<file path="src/rtl/gate_tt_checker_settle_timer.sv">
// settle_timer
// Loadable down-counter with a zero flag, used to hold each stimulus vector
// for a number of settle cycles before the gate output is sampled.
// Ports:
//   clk        in   rising-edge clock
//   rst_n      in   asynchronous active-low reset
//   load       in   load count from load_value (has priority over dec)
//   load_value in   W  value to load
//   dec        in   decrement by one (saturates at zero)
//   zero       out  count is zero
module settle_timer #(
    parameter int W = 4
) (
    input  logic         clk,
    input  logic         rst_n,
    input  logic         load,
    input  logic [W-1:0] load_value,
    input  logic         dec,
    output logic         zero
);

    logic [W-1:0] count;

    // Load wins over decrement; decrement stops at zero.
    always_ff @(posedge clk or negedge rst_n) begin
        if (!rst_n) begin
            count <= '0;
        end else if (load) begin
            count <= load_value;
        end else if (dec && (count != '0)) begin
            count <= count - 1'b1;
        end
    end

    assign zero = (count == '0);

endmodule

</file>
<file path="config.mk">
export PLATFORM = sky130hd
export DESIGN_NAME = settle_timer
export DESIGN_NICKNAME = d
export VERILOG_FILES = /design/src/rtl/gate_tt_checker_settle_timer.sv
export SDC_FILE = /design/constraint.sdc
export NUM_CORES = 1
export LEC_CHECK = 0
export CORE_AREA = 2 2 39 41
export CTS_CLUSTER_SIZE = 40
export DETAILED_ROUTE_END_ITERATION = 6
export DIE_AREA = 0 0 41 43
export PLACE_DENSITY = 0.53
export SETUP_SLACK_MARGIN = 0.02
export SYNTH_ARGS = -nofsm -noshare
export SYNTH_HDL_FRONTEND = slang
export SYNTH_SLANG_ARGS = --single-unit
</file>
<file path="constraint.sdc">
create_clock -name clk -period 3.65 [get_ports clk]
set_input_delay 0.365 -clock clk [delete_from_list [all_inputs] [get_ports clk]]
set_output_delay 0.365 -clock clk [all_outputs]
set_load 0.03 [all_outputs]
</file>
## Word level (Yosys, flattened, before mapping)

Index checks and enable logic that the tools add are counted.
W data, S select, Z words.

- Add/sub/neg operators: 1
- Mux-type cells: 2
- Reduce and logical (&&, ||, !) cells: 4

Operators with widths:

| operator | count |
|---|---|
| $mux W4 | 2 |
| $logic_not A4 Y1 | 1 |
| $reduce_bool A4 Y1 | 1 |
| $sub A4 B1 Y4 const B | 1 |
| $reduce_bool A2 Y1 | 1 |
| $logic_and A1 B1 Y1 | 1 |

- Flip-flop bits (word level): 4
- Input bits: 8
- Output and inout port bits: 1

## Longest topological paths before layout

- Depth in word-level cells: 4
- Mapped depth: 5

## Worst setup path after synthesis

No wires, ideal clock.

- Kind: register to register
- Start: reg count[0]
- End: reg count[0]
- Arrival time: 1.498 ns
- Data required time: 3.526 ns
- Slack: 2.028 ns
- Cell stages (with the launch flop): 6
- Buffers on the path: 0
- Clock period less this slack: 1.622 ns
- Cell sequence: dfrtp_1 > inv_1 > ha_1 > nor3b_2 > nor3_1 > o31a_1

- Word-level cells in the longest chain between the ends: 3

Ends and longest elaborated chain:

| element | RTL line | RTL |
|---|---|---|
| start: declaration | 22 | `logic [W-1:0] count;` |
| start signal: assignment | 29 | `count <= load_value;` |
| start signal: assignment | 31 | `count <= count - 1'b1;` |
| $sub A4 B1 Y4 or $reduce_bool A4 Y1 (tied branches) | 31, 30 |  |
| $mux W4 or $logic_and A1 B1 Y1 (tied branches) | 30 | `end else if (dec && (count != '0)) begin` |
| $mux W4 or $reduce_bool A2 Y1 (tied branches) | - |  |

Parallel ways exist; a longest one is shown, timed or not. The select of a mux whose other input is x is not followed.
A chain may end at the register's enable or synchronous reset.

## Worst setup path after layout

- Start: reg count[0]
- End: out zero

- Word-level cells in the longest chain between the ends: 1

Ends and longest elaborated chain:

| element | RTL line | RTL |
|---|---|---|
| $logic_not A4 Y1 | 35 | `assign zero = (count == '0);` |
| end: declaration | 19 | `output logic zero` |

No other way between the ends.

==> flow_metrics.py <==
metrics = {
    "run_status": {
        "status": "finished, final reports clean",
    },
    "final_layout": {
        "top_regs": "count: 4 flops",
        "final_cell_mix": "8 x clkdlybuf4s50_1, 4 x dfrtp_1, 3 x inv_1, 3 x nand2_1, 3 x clkbuf_4",
        "regArea_um2": 100,
        "layout_commonest_cell": "clkdlybuf4s50_1",
        "drive_gt1_share_pct": 16.2,
        "n_fill_cell": 149,
        "diodes": 0,
        "largest_reg_flops": 4,
        "fin_nets": 48,
        "area_growth_pct": 41.2,
        "fin_area_um2": 382,
        "multiInputGateArea_um2": 148,
        "top_register": "count",
    },
    "die": {
        "io_pins": 9,
        "die-area_um2": 1760,
        "core_um2": 1380,
        "start_util_pct": 19.5,
        "die_y_um": 43,
        "rows": 14,
        "die_x_um": 41,
    },
    "critical_path": {
        "cp-end-kind": "primary output",
        "critPathLaunchType": "register",
        "cp.required_ns": 3.28,
        "arrival_ns": 1.92,
        "critPathKind": "register to primary output",
        "cpMaxStageDelayCell": "clkdlybuf4s50_1",
        "r2r_setup_slack_ns": 2.19,
        "path_max_fanout": 5,
        "cp-endpoint": "zero",
        "path_cells": "inv_1 -> ha_1 -> nor3b_2 -> clkdlybuf4s50_1",
        "worstSetupStartpoint": "count[0]",
        "slowest_delay_ns": 0.73,
        "r2r-start": "count[0]",
        "rr_worst_depth": 5,
        "r2r-end": "count[1]",
    },
    "clocking": {
        "cts-root-buf": "clkbuf_4",
        "ctsHtreeMaxLevel": 1,
        "hold_buffers": 0,
        "cts.clk_slew.worst_paths_ns": 0.04,
        "cts_resized": 0,
        "clock_latency_ns": 0.23,
        "cts_tree": "built",
        "clockBufferDepth": 2,
        "post_cts_buffers": 0,
        "numCtsBuffers": 3,
        "cts_sinks": 4,
    },
    "drt": {
        "totalWireLength_um": 526,
        "drc": 0,
        "via_per_inst": 4.49,
        "dr.first_iter.drc_count": 1,
        "vias": 238,
        "ant_nets": 0,
        "wl_per_cell_um": 9.92,
        "drt_pre_antenna_iters": 3,
    },
    "yosys": {
        "ys_seq_area_share_pct": 37.0,
        "yosys.area.top_type": "dfrtp_1",
        "synth_nets": 36,
        "avgSynthCellArea_um2": 10.0,
        "syn-cell-area_um2": 270,
        "synth_cells": 27,
        "yosys.area.top_type_share_pct": 37.0,
        "ys_seq_elements": 4,
        "ys_types": 18,
        "synth_top_flop_cell": "dfrtp_1",
        "synth-edff-count": 0,
        "synth_warnings": 0,
        "synthArstFlopShare_pct": 100,
        "synth_area_leaders": "dfrtp_1 37%, nor4b_2 5.6%, ha_1 4.6%, nor3b_2 4.6%, o211ai_2 4.6%",
    },
    "timing": {
        "drv_slew": 0,
        "period_share_pct": 62.5,
        "finalSetupTns_ns": 0,
        "rsz0062_at_grt": "no",
        "clock_skew_ns": 0.00567,
        "fin_crit_ns": 2.28,
        "worst_pin_slew_ns": 0.337,
        "setup_viol": 0,
        "timing.final.ws_setup_ns": 1.37,
        "finalHoldViolations": 0,
        "fmax_ghz": 0.438,
        "relSlewSlack_pct": 77.5,
    },
    "grt": {
        "grt_pass1_wl_um": 1010,
        "grt_pass1_vias": 234,
        "gr-total-overflow": 0,
        "grt_max_degree": 11,
        "antenna_found_initial": 0,
        "grt_usage_pct": 8.88,
    },
    "place": {
        "gp_congestion": 0.745,
        "placed_cell_area_um2": 359,
        "dp_hpwl_um": 435,
        "portBuffers": 8,
        "dpl_worst_slack_ns": 1.60,
    },
    "flow_run": {
        "drv_cap": 0,
    },
    "worst_hold_path": {
        "hold_class": "input port to asynchronous set/reset pin",
    },
    "power": {
        "worst_ir_drop_vdd_uv": 143,
        "leakagePower_nw": 0.159,
        "power.total_mw": 0.144,
        "p_per_area_nw_per_um2": 379,
    },
}
-- worst max-delay path: cells and delay by family (launching register included) --
family / cells / cell delay, ns
adder cells (fa/ha/maj): 1 / 0.18
buffers and inverters: 2 / 0.80
flip-flops: 1 / 0.40
AND/OR/NAND/NOR: 1 / 0.30
-- stage by stage --
stage,hold WS [ns],cells,utilization (%)
6_report,0.334,53,27.6
5_1_grt,0.341,53,27.6
4_1_cts,0.333,53,27.6
3_5_place_dp,0.584,50,25.9
3_3_place_gp,0.584,50,25.9
2_1_floorplan,0.0694,27,-
-- final cells by class --
| type | instances | share of cell area, % |
|---|---|---|
| Inverter | 3 | 2.95 |
| Timing Repair Buffer | 8 | 21.0 |
| Tap cell | 16 | 5.25 |
| Multi-Input combinational cell | 19 | 38.7 |
| Clock buffer | 3 | 5.90 |
| Sequential cell | 4 | 26.2 |
-- power by group --
part	internal, mW	switching (mW)
logic	0.0201	0.0160
registers	0.0501	0.00582
clock network	0.0366	0.0159
total	0.107	0.0377
-- Yosys cell counts, types with 2 or more instances --
library cell and number:
nor3_1 2, inv_1 3, dfrtp_1 4, nand2_1 3, o21ai_0 2
-- cells by family after synthesis --
| logic type | count (synthesis) | share of synthesized area (%) |
|---|---|---|
| adders and majority gates | 1 | 4.63 |
| buffers and inverters | 4 | 8.33 |
| DFF | 4 | 37.0 |
| AOI/OAI and AO/OA | 7 | 19.9 |
| and+or+nand+nor | 11 | 30.1 |
-- worst min path at each step --
stage | startpoint | slack [ns] | cells after the start | endpoint
5_1_grt | rst_n | 0.34 | 1 | count[3]
3_3_place_gp | rst_n | 0.58 | 1 | count[3]
2_1_floorplan | rst_n | 0.07 | 0 | count[0]
3_5_place_dp | rst_n | 0.58 | 1 | count[3]
6_report | rst_n | 0.33 | 1 | count[3]
4_1_cts | rst_n | 0.33 | 1 | count[3]
-- per-layer routing --
layer / track usage (%) / up-vias / wire, um
met1: 10.8 / 109 / 226
met3: 3.14 / 2 / 28
met5: 0 / - / 0
met2: 12.5 / 7 / 262
li1: - / 120 / -
met4: 6.00 / 0 / 8
No activity file was read; power rests on OpenSTA's default activity.
